**config.mk**
```make
export PLATFORM = sky130hd
export DESIGN_NAME = mult_share_arbiter_flat
export DESIGN_NICKNAME = d
export VERILOG_FILES = /design/src/rtl/mult_share_arbiter_if.sv /design/src/rtl/mult_share_arbiter.sv /design/src/flat_wrapper.sv
export SDC_FILE = /design/constraint.sdc
export NUM_CORES = 1
export LEC_CHECK = 0
export BUFFER_PORTS_ARGS = -buffer_cell sky130_fd_sc_hd__clkbuf_2
export CORE_UTILIZATION = 35
export DETAILED_ROUTE_END_ITERATION = 12
export PLACE_DENSITY = 0.65
export SYNTH_ARGS = -nofsm -noshare
export SYNTH_HDL_FRONTEND = slang
export SYNTH_SLANG_ARGS = --single-unit
export TNS_END_PERCENT = 10
```
**constraint.sdc**
```tcl
create_clock -name Clk -period 2.14 [get_ports Clk]
set_input_delay 0.642 -clock Clk [delete_from_list [all_inputs] [get_ports Clk]]
set_output_delay 0.642 -clock Clk [all_outputs]
set_load 0.01 [all_outputs]
```
**src/rtl/mult_share_arbiter_if.sv**
```systemverilog
// rtl/mult_share_arbiter_if.sv - requester and multiplier signal bundle for mult_share_arbiter
// Ports (slave = arbiter side):
//   Req0/Req1, A0/B0/A1/B1      requester requests and operands (in)
//   Ack0/Ack1, Rdy0/Rdy1, Err0/Err1, Result, Busy   requester-facing status (out)
//   Mul_St, Mul_A, Mul_B        multiplier start and operands (out)
//   Mul_Done, Mul_Idle, Mul_P   multiplier status and product (in)
`timescale 1ns/1ps
interface mult_share_arbiter_if #(
    parameter int WIDTH = 4
);
    logic                   Req0;
    logic                   Req1;
    logic [WIDTH-1:0]       A0;
    logic [WIDTH-1:0]       B0;
    logic [WIDTH-1:0]       A1;
    logic [WIDTH-1:0]       B1;
    logic                   Ack0;
    logic                   Ack1;
    logic                   Rdy0;
    logic                   Rdy1;
    logic                   Err0;
    logic                   Err1;
    logic [2*WIDTH-1:0]     Result;
    logic                   Busy;
    logic                   Mul_St;
    logic [WIDTH-1:0]       Mul_A;
    logic [WIDTH-1:0]       Mul_B;
    logic                   Mul_Done;
    logic                   Mul_Idle;
    logic [2*WIDTH-1:0]     Mul_P;

    modport slave (
        input  Req0, Req1, A0, B0, A1, B1,
        output Ack0, Ack1, Rdy0, Rdy1, Err0, Err1, Result, Busy,
        output Mul_St, Mul_A, Mul_B,
        input  Mul_Done, Mul_Idle, Mul_P
    );

    modport master (
        output Req0, Req1, A0, B0, A1, B1,
        input  Ack0, Ack1, Rdy0, Rdy1, Err0, Err1, Result, Busy,
        input  Mul_St, Mul_A, Mul_B,
        output Mul_Done, Mul_Idle, Mul_P
    );
endinterface

```
**src/rtl/mult_share_arbiter.sv**
```systemverilog
// rtl/mult_share_arbiter.sv - round-robin sharing of one multiplier between two requesters
// Ports:
//   Clk  - clock, rising edge
//   Rst  - asynchronous active-high reset
//   bus  - mult_share_arbiter_if.slave: requests/operands in, Ack/Rdy/Err/Result/Busy out,
//          multiplier St/A/B out, Done/Idle/P in
`timescale 1ns/1ps
module mult_share_arbiter #(
    parameter int WIDTH   = 4,
    parameter int TIMEOUT = 31
) (
    input  logic                  Clk,
    input  logic                  Rst,
    mult_share_arbiter_if.slave   bus
);
    localparam int             CW      = (TIMEOUT < 1) ? 1 : $clog2(TIMEOUT + 1);
    localparam logic [CW-1:0]  CNT_MAX = CW'(TIMEOUT);

    typedef enum logic [1:0] {
        IDLE  = 2'd0,
        START = 2'd1,
        BUSY  = 2'd2
    } state_t;

    state_t               r_state,   w_state_nxt;
    logic                 r_owner,   w_owner_nxt;
    logic                 r_last,    w_last_nxt;
    logic [CW-1:0]        r_cnt,     w_cnt_nxt;
    logic                 r_ack0,    w_ack0_nxt;
    logic                 r_ack1,    w_ack1_nxt;
    logic                 r_rdy0,    w_rdy0_nxt;
    logic                 r_rdy1,    w_rdy1_nxt;
    logic                 r_err0,    w_err0_nxt;
    logic                 r_err1,    w_err1_nxt;
    logic [2*WIDTH-1:0]   r_result,  w_result_nxt;
    logic                 r_busy,    w_busy_nxt;
    logic                 r_mul_st,  w_mul_st_nxt;
    logic [WIDTH-1:0]     r_mul_a,   w_mul_a_nxt;
    logic [WIDTH-1:0]     r_mul_b,   w_mul_b_nxt;
    logic                 w_win;

    always_ff @(posedge Clk or posedge Rst) begin
        if (Rst) begin
            r_state  <= IDLE;
            r_owner  <= 1'b0;
            r_last   <= 1'b1;   // requester 0 takes the first tie
            r_cnt    <= '0;
            r_ack0   <= 1'b0;
            r_ack1   <= 1'b0;
            r_rdy0   <= 1'b0;
            r_rdy1   <= 1'b0;
            r_err0   <= 1'b0;
            r_err1   <= 1'b0;
            r_result <= '0;
            r_busy   <= 1'b0;
            r_mul_st <= 1'b0;
            r_mul_a  <= '0;
            r_mul_b  <= '0;
        end else begin
            r_state  <= w_state_nxt;
            r_owner  <= w_owner_nxt;
            r_last   <= w_last_nxt;
            r_cnt    <= w_cnt_nxt;
            r_ack0   <= w_ack0_nxt;
            r_ack1   <= w_ack1_nxt;
            r_rdy0   <= w_rdy0_nxt;
            r_rdy1   <= w_rdy1_nxt;
            r_err0   <= w_err0_nxt;
            r_err1   <= w_err1_nxt;
            r_result <= w_result_nxt;
            r_busy   <= w_busy_nxt;
            r_mul_st <= w_mul_st_nxt;
            r_mul_a  <= w_mul_a_nxt;
            r_mul_b  <= w_mul_b_nxt;
        end
    end

    always_comb begin
        // On a tie the requester that did not win last time is chosen.
        w_win        = (bus.Req0 && bus.Req1) ? ~r_last : bus.Req1;

        w_state_nxt  = r_state;
        w_owner_nxt  = r_owner;
        w_last_nxt   = r_last;
        w_cnt_nxt    = r_cnt;
        w_ack0_nxt   = 1'b0;
        w_ack1_nxt   = 1'b0;
        w_rdy0_nxt   = 1'b0;
        w_rdy1_nxt   = 1'b0;
        w_err0_nxt   = 1'b0;
        w_err1_nxt   = 1'b0;
        w_result_nxt = r_result;
        w_mul_st_nxt = 1'b0;
        w_mul_a_nxt  = r_mul_a;
        w_mul_b_nxt  = r_mul_b;

        case (r_state)
            IDLE: begin
                if (bus.Mul_Idle && (bus.Req0 || bus.Req1)) begin
                    w_mul_a_nxt  = w_win ? bus.A1 : bus.A0;
                    w_mul_b_nxt  = w_win ? bus.B1 : bus.B0;
                    w_owner_nxt  = w_win;
                    w_last_nxt   = w_win;
                    w_ack0_nxt   = ~w_win;
                    w_ack1_nxt   = w_win;
                    w_mul_st_nxt = 1'b1;
                    w_cnt_nxt    = '0;
                    w_state_nxt  = START;
                end
            end
            START: begin
                w_state_nxt = BUSY;
            end
            BUSY: begin
                // A completion in the final watchdog cycle still counts as success.
                if (bus.Mul_Done) begin
                    w_result_nxt = bus.Mul_P;
                    w_rdy0_nxt   = ~r_owner;
                    w_rdy1_nxt   = r_owner;
                    w_state_nxt  = IDLE;
                end else if (r_cnt == CNT_MAX) begin
                    w_result_nxt = '0;
                    w_err0_nxt   = ~r_owner;
                    w_err1_nxt   = r_owner;
                    w_state_nxt  = IDLE;
                end else begin
                    w_cnt_nxt = r_cnt + CW'(1);
                end
            end
            default: begin
                w_state_nxt = IDLE;
            end
        endcase

        w_busy_nxt = (w_state_nxt != IDLE);
    end

    assign bus.Ack0   = r_ack0;
    assign bus.Ack1   = r_ack1;
    assign bus.Rdy0   = r_rdy0;
    assign bus.Rdy1   = r_rdy1;
    assign bus.Err0   = r_err0;
    assign bus.Err1   = r_err1;
    assign bus.Result = r_result;
    assign bus.Busy   = r_busy;
    assign bus.Mul_St = r_mul_st;
    assign bus.Mul_A  = r_mul_a;
    assign bus.Mul_B  = r_mul_b;
endmodule

```
**src/flat_wrapper.sv**
```systemverilog
// flat-port wrapper written by rule: the top's interface ports become plain ports
module mult_share_arbiter_flat 
#(
    parameter int WIDTH   = 4,
    parameter int TIMEOUT = 31
)
  (Clk, Rst, bus_Req0, bus_Req1, bus_A0, bus_B0, bus_A1, bus_B1, bus_Ack0, bus_Ack1, bus_Rdy0, bus_Rdy1, bus_Err0, bus_Err1, bus_Result, bus_Busy, bus_Mul_St, bus_Mul_A, bus_Mul_B, bus_Mul_Done, bus_Mul_Idle, bus_Mul_P);
  mult_share_arbiter_if #(.WIDTH(WIDTH)) bus_i ();
  input  logic Clk;
  input  logic Rst;
  input wire logic [$bits(bus_i.Req0)-1:0] bus_Req0;
  input wire logic [$bits(bus_i.Req1)-1:0] bus_Req1;
  input wire logic [$bits(bus_i.A0)-1:0] bus_A0;
  input wire logic [$bits(bus_i.B0)-1:0] bus_B0;
  input wire logic [$bits(bus_i.A1)-1:0] bus_A1;
  input wire logic [$bits(bus_i.B1)-1:0] bus_B1;
  output wire logic [$bits(bus_i.Ack0)-1:0] bus_Ack0;
  output wire logic [$bits(bus_i.Ack1)-1:0] bus_Ack1;
  output wire logic [$bits(bus_i.Rdy0)-1:0] bus_Rdy0;
  output wire logic [$bits(bus_i.Rdy1)-1:0] bus_Rdy1;
  output wire logic [$bits(bus_i.Err0)-1:0] bus_Err0;
  output wire logic [$bits(bus_i.Err1)-1:0] bus_Err1;
  output wire logic [$bits(bus_i.Result)-1:0] bus_Result;
  output wire logic [$bits(bus_i.Busy)-1:0] bus_Busy;
  output wire logic [$bits(bus_i.Mul_St)-1:0] bus_Mul_St;
  output wire logic [$bits(bus_i.Mul_A)-1:0] bus_Mul_A;
  output wire logic [$bits(bus_i.Mul_B)-1:0] bus_Mul_B;
  input wire logic [$bits(bus_i.Mul_Done)-1:0] bus_Mul_Done;
  input wire logic [$bits(bus_i.Mul_Idle)-1:0] bus_Mul_Idle;
  input wire logic [$bits(bus_i.Mul_P)-1:0] bus_Mul_P;
  assign bus_i.Req0 = bus_Req0;
  assign bus_i.Req1 = bus_Req1;
  assign bus_i.A0 = bus_A0;
  assign bus_i.B0 = bus_B0;
  assign bus_i.A1 = bus_A1;
  assign bus_i.B1 = bus_B1;
  assign bus_Ack0 = bus_i.Ack0;
  assign bus_Ack1 = bus_i.Ack1;
  assign bus_Rdy0 = bus_i.Rdy0;
  assign bus_Rdy1 = bus_i.Rdy1;
  assign bus_Err0 = bus_i.Err0;
  assign bus_Err1 = bus_i.Err1;
  assign bus_Result = bus_i.Result;
  assign bus_Busy = bus_i.Busy;
  assign bus_Mul_St = bus_i.Mul_St;
  assign bus_Mul_A = bus_i.Mul_A;
  assign bus_Mul_B = bus_i.Mul_B;
  assign bus_i.Mul_Done = bus_Mul_Done;
  assign bus_i.Mul_Idle = bus_Mul_Idle;
  assign bus_i.Mul_P = bus_Mul_P;
  mult_share_arbiter #(.WIDTH(WIDTH), .TIMEOUT(TIMEOUT)) u_core (.Clk(Clk), .Rst(Rst), .bus(bus_i));
endmodule
```
**Word-level counts from Yosys, hierarchy flattened**

Index checks and enable logic that the tools add are counted.

- Add/sub/neg operators: 1
- Equal/unequal tests: 6
- Muxes and demuxes: 29
- Bitwise operators: 3
- Reduce and logical (&&, ||, !) cells: 10

Operator list:

| cell | count |
|---|---|
| $mux 1 | 17 |
| $mux 8 | 2 |
| $mux 5 | 3 |
| $pmux 5 s2 | 1 |
| $mux 4 | 2 |
| $mux 2 | 3 |
| $pmux 2 s3 | 1 |
| $reduce_bool 2->1 | 3 |
| $add 5x1->5 const B | 1 |
| $eq 5x5->1 const B | 1 |
| $ne 2x2->1 const B | 2 |
| $reduce_and 2->1 | 2 |
| $reduce_and 4->1 | 1 |
| $not 1->1 | 3 |
| $eq 2x1->1 const B | 1 |
| $eq 2x2->1 const B | 1 |
| $logic_and 1x1->1 | 2 |
| $logic_not 2->1 | 1 |
| $ne 2x1->1 const B | 1 |
| $logic_or 1x1->1 | 1 |

- Flip-flop bits (word level): 33
- Input bits: 30
- Output and inout bits: 24
- Logic and storage cells: 64

**Depth between registers and ports, before layout**

Gate-level depths: netlist of run 1.

- Depth after elaboration: 5
- Depth in mapped cells: 7
- Depth with buffers taken out: 6

**Least setup slack after synthesis of run 1**

Ideal clock, no wire load.

- Path type: register to register
- From: register u_core.r_cnt[0]
- To: register u_core.r_cnt[2]
- Arrival time: 1.887 ns
- Data required time: 2.018 ns
- Slack: 0.131 ns
- Stages on the path, launching flop included: 7
- Path buffers: 1
- Path through: dfrtp_1 ha_1 and3_1 ha_1 or4b_1 buf_2 a32o_1

- Word-level cells in the longest chain between the ends: 4
- Elaborated cells on any way between the ends: 7
- Classes of those cells: add/sub: 1; eq/ne: 2; mux: 3; reduce/logical: 1

RTL lines:

| item | RTL line | text |
|---|---|---|
| start, declared | mult_share_arbiter.sv:28 | `logic [CW-1:0] r_cnt, w_cnt_nxt;` |
| start signal, assigned | mult_share_arbiter.sv:63 | `r_cnt <= w_cnt_nxt;` |
| $add 5x1->5 | mult_share_arbiter.sv:127 | `w_cnt_nxt = r_cnt + CW'(1);` |
| $mux 5 | mult_share_arbiter.sv:121 | `end else if (r_cnt == CNT_MAX) begin` |
| $mux 5 | mult_share_arbiter.sv:116 | `if (bus.Mul_Done) begin` |
| $pmux 5 s2 | mult_share_arbiter.sv:97 | `case (r_state)` |

Parallel ways exist; a longest one is shown, timed or not. The select of a mux whose other input is x is not followed.
A chain may end at the register's enable or synchronous reset.

**Worst setup path in the final report of run 1**

- From: register u_core.r_cnt[0]
- To: register u_core.r_cnt[3]

The elaborated chain is that of the path after synthesis.

==> results.ini, run 1 <==
[layout]
final_cell_area_sq_um=1873
finish.utilization_pct=50.40
nNetsFinal=199
area_growth_pct=35.48
final_common_cell=clkbuf_2
drive_gt1_share_pct=54.17
stdcell_count=216
layout_common_cells=clkbuf_2 (53), dfrtp_1 (32), mux2_2 (18), a22o_1 (8)
antenna_cells=0

[clock_tree]
cts_max_path_buffers=2
cts_hold_buf=0
cts_tree=yes
clock_latency_ps=290
cts_buffers=5
h-tree-depth=2
root_buffer=clkbuf_8
cts.sinks=33
path_clk_slew_ps=70

[worst_hold_path]
hp-class=in2async

[power]
switchingPower_uw=664.1
p_leak_uw=0.0009464
power.share.switching_pct=28.62
internal_power_uw=1656
powerDensity_nw_per_um2=1239
combPwrFrac_pct=28.7
irDropWorstVdd_v=0.0006652
seq_power_share_pct=41.6
p_total_uw=2320
p_clk_share_pct=29.7

[critical_path]
critPathMostFrequentCell=ha_2
start_kind=register
cpMaxStageDelayCell=or4b_4
cpPeakStageDelay_ps=540
path_cells=ha_2 > and3_1 > ha_2 > or4b_4 > or3_1 > nand3_1
critical_path_class=reg2reg
worstPathMaxFanout=4
worstPathArrival_ps=2270
end_kind=register
cp.required_ps=2360

[flow_run]
cap_violations=0

[yosys]
syn_area_sq_um=1383
yosysUniqueCellTypes=28
syn_inst=105
seq_area_frac_synth_pct=59.82
synth_seq_cells=33
syn_nets=137
syn_area_per_cell_sq_um=13.17
synth-warning-count=0

[floorplan]
core_area_sq_um=3716
ioPinCount=54
die_h_um=64.85
fp.dieW_um=64.85
rows=22
start_util_pct=37.21
die_area_sq_um=4206

[timing]
setup_viol=0
skew_ps=6.706
worst_pin_slew_ps=402.5
slew_headroom_pct=73.16
report.final.hold_viol_count=0
grt_setup_unrepaired=no
period_minus_slack_ps=2051
drv_slew=0
finalCritPeriodShare_pct=95.82
fmax_mhz=487.7

[placed_design]
gp_congestion=0.7285
portBuffers=53
dp_hpwl_um=2154
dp.cells=207
place_area_sq_um=1719

[run_status]
outcome=finished, final reports clean

[global_route]
grt_max_degree=34
grt_usage_pct=16.10
grt_first_pass_wirelength_um=4905
grt_antenna_before_repair=0
grt_pass1_vias=1116
grt_overflow=0

[detailed_routing]
wl_per_cell_um=13.53
route.detailed.drc=0
wl_um=2922
vias_per_cell=4.954
drt_first_pass_iters=2
dr.first_iter.drc_count=31
drtAntennaViolNets=0
num_vias=1070

-- registers in the layout, summed over array words and instances, names as in the netlist --
name / count
u_core.bus.Result: 8
u_core.bus.Rdy1: 1
u_core.bus.Rdy0: 1
u_core.bus.Ack1: 1
u_core.bus.Err0: 1
u_core.bus.Busy: 1
u_core.bus.Ack0: 1
u_core.bus.Mul_A: 4
u_core.bus.Mul_St: 1
u_core.bus.Err1: 1
u_core.bus.Mul_B: 4
u_core.r_owner: 1
u_core.r_last: 1
u_core.r_state: 2
u_core.r_cnt: 5
-- logic make-up (layout without fill, tap and decap cells) --
| group | count (synthesis) | count (layout) | synth area share, % |
|---|---|---|---|
| multiplexers | 18 | 18 | 14.66 |
| adder cells (fa/ha/maj) | 2 | 2 | 1.810 |
| flip-flops | 33 | 33 | 59.82 |
| buffers and inverters | 10 | 73 | 3.529 |
| AO/OA/AOI/OAI | 18 | 18 | 9.955 |
| AND/OR/NAND/NOR | 24 | 24 | 10.23 |
-- timing repair --
item / 4_1_cts / 5_1_grt
endpoints found under the setup margin: 3 / 5
gates resized for setup: 3 / 2
setup buffers: 0 / 1
-- metal layers --
metal	vias up	routed length [um]	GRT usage, %
li1	501	-	-
met1	515	1196	16.07
met2	48	1403	27.99
met3	6	268	7.570
met4	0	53	7.500
met5	-	0	0
-- synthesized netlist by cell type (all sizes together) --
cell type	count	area share, %
a21boi	1	0.54
a22o	8	5.1
a32o	1	0.72
and2	2	0.90
and3	2	0.90
buf	4	1.9
dfrtp	32	58
dfstp	1	1.9
ha	2	1.8
inv	6	1.6
mux2	18	15
nand2	3	0.81
nand2b	4	1.8
nand3	2	0.72
nand4	1	0.45
nor2	3	0.81
nor2b	2	0.90
nor3	1	0.36
nor3b	1	0.54
o21ai	4	1.4
o22ai	2	0.90
o311ai	2	1.3
or3	2	1.3
or4b	1	0.72
-- critical path: cells and delay by family (launching register included) --
kind                       cells  cell delay, ps
DFF                            1             410
and+or+nand+nor                4            1180
adders and majority gates      2             410
-- cell type report --
class | instances | area [sq um]
Timing Repair Buffer | 59 | 314.1
Inverter | 6 | 22.52
Clock inverter | 3 | 65.06
Sequential cell | 33 | 827.0
Clock buffer | 5 | 68.82
Tap cell | 48 | 60.06
Multi-Input combinational cell | 62 | 515.5
Fill cell | 345 | 1843
-- stage by stage --
stage                     hold slack, ps  setup slack [ps]  TNS, ps
after global placement             486.6             62.30        0
after global routing               458.3             9.670        0
after detailed placement           494.0            -69.61   -130.3
after CTS                          418.0             29.52        0
final                              405.1             89.45        0
after floorplan                    448.0             131.4        0
-- worst paths after layout --
check	start	endpoint	slack [ps]	depth (start not counted)
min in group Clk	u_core.r_owner$_DFFE_PP0P_	u_core.bus.Rdy0$_DFF_PP0_	510	1
worst min-delay path	Rst	u_core.bus.Ack1$_DFF_PP0_	410	3
worst min register to register	u_core.r_owner$_DFFE_PP0P_	u_core.bus.Rdy0$_DFF_PP0_	510	1
worst max register to register	u_core.r_cnt[0]$_DFFE_PP0P_	u_core.r_cnt[3]$_DFFE_PP0P_	90	6
max in group asynchronous	Rst	u_core.r_last$_DFFE_PP1P_	1410	3
worst max-delay path	u_core.r_cnt[0]$_DFFE_PP0P_	u_core.r_cnt[3]$_DFFE_PP0P_	90	6
-- power groups by stage --
| stage | clock [uW] | combinational (uW) | sequential, uW |
|---|---|---|---|
| finish | 689 | 665 | 966 |
| global route | 730 | 731 | 989 |
| CTS | 702 | 657 | 968 |
| detailed placement | 0 | 649 | 977 |
| global placement | 0 | 627 | 960 |
| floorplan | 0 | 309 | 1030 |
Note: power is estimated with default switching activity, not from simulation.
==> run 2: changes to the inputs <==
CORE_UTILIZATION = 43   (was 35)
PLACE_DENSITY = 0.77   (was 0.65)
SLEW_MARGIN = 40   (was not set)
==> run 2 against run 1 <==
  * Cell count decreased by 1.4%
  * Non-clock buffer count increased by 1
  * Core utilization increased by 8.8 points
  * Sequential share of layout area increased by 1.6 points
  * Via count decreased by 0.84%
  * Fmax increased by 0.49%
  * Worst setup slack improved by 10 ps
  * Combinational power about the same
  * Design area decreased by 3.5%
  * Hold slack got worse by 45 ps
  * Count of clock-buffer cells in the layout increased by 2
  * Largest cell class unchanged
  * Highest routed layer unchanged
==> results.ini, run 2 (same netlist as run 1, synthesis figures left out) <==
[global_route]
grt_first_pass_wirelength_um=4491
grt_max_degree=34
grt_usage_pct=17.91
grt_antenna_before_repair=0
grt_overflow=0
grt_pass1_vias=1085

[floorplan]
ioPinCount=54
core_area_sq_um=3053
die_area_sq_um=3446
fp.dieW_um=58.71
die_h_um=58.71
rows=20
start_util_pct=45.29

[timing]
fmax_mhz=490.1
worst_pin_slew_ps=404.6
drv_slew=0
skew_ps=11.70
period_minus_slack_ps=2041
report.final.hold_viol_count=0
whs_ps=360.4
finalCritPeriodShare_pct=95.35
setup_viol=0
grt_setup_unrepaired=no
slew_headroom_pct=73.03

[worst_hold_path]
hp-class=in2async

[layout]
final_common_cell=clkbuf_2
stdcell_count=213
antenna_cells=0
largest_reg_flops=8
nFillCells=300
area_growth_pct=30.77
drive_gt1_share_pct=54.44
layout_common_cells=clkbuf_2 (53), dfrtp_1 (32), mux2_2 (18), a22o_1 (8), buf_4 (7)
nNetsFinal=200
finish.utilization_pct=59.22

[clock_tree]
cts_buffers=5
h-tree-depth=2
cts_tree=yes
root_buffer=clkbuf_4
clock_latency_ps=330
cts_max_path_buffers=2
path_clk_slew_ps=100
cts_hold_buf=0
cts.sinks=33

[power]
p_clk_share_pct=19.3
powerDensity_nw_per_um2=1111
switchingPower_uw=619.5
combPwrFrac_pct=33.1
p_total_uw=2009
internal_power_uw=1390
power.share.switching_pct=30.83
seq_power_share_pct=47.6
p_leak_uw=0.0009231
irDropWorstVdd_v=0.0005353

[placed_design]
dp_hpwl_um=1945
gp_congestion=0.6916
dp.cells=203
portBuffers=53

[detailed_routing]
num_vias=1061
route.detailed.drc=0
wl_per_cell_um=12.29
drt_first_pass_iters=2
drtAntennaViolNets=0
vias_per_cell=4.981
dr.first_iter.drc_count=4
wl_um=2618

[critical_path]
cpPeakStageDelay_ps=520
crit-reg2reg-launch=u_core.r_cnt[0]$_DFFE_PP0P_
critPathMostFrequentCell=ha_2
reg2reg_slack_ps=100
cp.required_ps=2360
path_cells=ha_2 > and3_1 > ha_2 > or4b_4 > buf_4 > a32o_1
cpMaxStageDelayCell=or4b_4
r2r_end=u_core.r_cnt[2]$_DFFE_PP0P_
worstPathArrival_ps=2260
worstPathMaxFanout=10
end_kind=register
start_kind=register
critical_path_class=reg2reg
reg2regPathDepth=6

[flow_run]
cap_violations=0

[run_status]
outcome=finished, final reports clean

-- run 2: cell types whose count changed in the layout (fill, tap and decap cells not counted) --
cell | before | now
clkbuf_4 | 0 | 5
clkbuf_8 | 5 | 2
buf_4 | 5 | 7
bufinv_16 | 2 | 0
buf_6 | 1 | 0
-- run 2: power by group through the flow --
stage | registers, uW | clock network (uW) | logic, uW
CTS | 957 | 408 | 658
floorplan | 1030 | 0 | 309
global placement | 959 | 0 | 622
global route | 984 | 428 | 739
finish | 957 | 388 | 664
detailed placement | 973 | 0 | 635
-- run 2: through the flow --
stage / area, sq um / setup TNS, ps / setup slack (ps)
global route: 1808 / 0 / 18.46
CTS: 1792 / 0 / 12.38
global placement: 1714 / 0 / 91.68
floorplan: 1383 / 0 / 131.4
finish: 1808 / 0 / 99.43
detailed placement: 1714 / -15.14 / -15.14
-- run 2: final cells by class --
class / count / area (sq um) / share of cell area [%]
clock inverter: 1 / 5.005 / 0.2768
clock buffer: 7 / 65.06 / 3.599
timing repair buffer: 60 / 317.8 / 17.58
inverter: 6 / 22.52 / 1.246
sequential: 33 / 827.0 / 45.74
tap: 44 / 55.05 / 3.045
multi-input combinational: 62 / 515.5 / 28.51
-- run 2: routing by layer --
layer  part of all wire [%]  global-route usage [%]
met5                      0                       0
met1                     42                   19.28
met2                     49                   30.54
met4                    1.6                   7.823
met3                    7.6                   7.912
-- run 2: timing repair --
action | CTS | global route
buffers inserted | 1 | 1
endpoints found under the setup margin | 2 | 5
resized for setup | 1 | 3
-- run 2: critical path: cells and delay by family (launching register included) --
family	cells	cell delay, ps
and+or+nand+nor	2	700
DFF	1	400
AOI/OAI and AO/OA	1	260
adders and majority gates	2	390
buffers and inverters	1	180
-- run 2: worst max-delay path by stage --
stage,from,cells after the start,end
detailed placement,u_core.r_cnt[0]$_DFFE_PP0P_,7,u_core.r_cnt[0]$_DFFE_PP0P_
floorplan,u_core.r_cnt[0]$_DFFE_PP0P_,6,u_core.r_cnt[2]$_DFFE_PP0P_
CTS,u_core.r_cnt[0]$_DFFE_PP0P_,6,u_core.r_cnt[2]$_DFFE_PP0P_
finish,u_core.r_cnt[0]$_DFFE_PP0P_,6,u_core.r_cnt[2]$_DFFE_PP0P_
global placement,u_core.r_cnt[0]$_DFFE_PP0P_,6,u_core.r_cnt[2]$_DFFE_PP0P_
global route,u_core.r_cnt[0]$_DFFE_PP0P_,7,u_core.r_cnt[0]$_DFFE_PP0P_
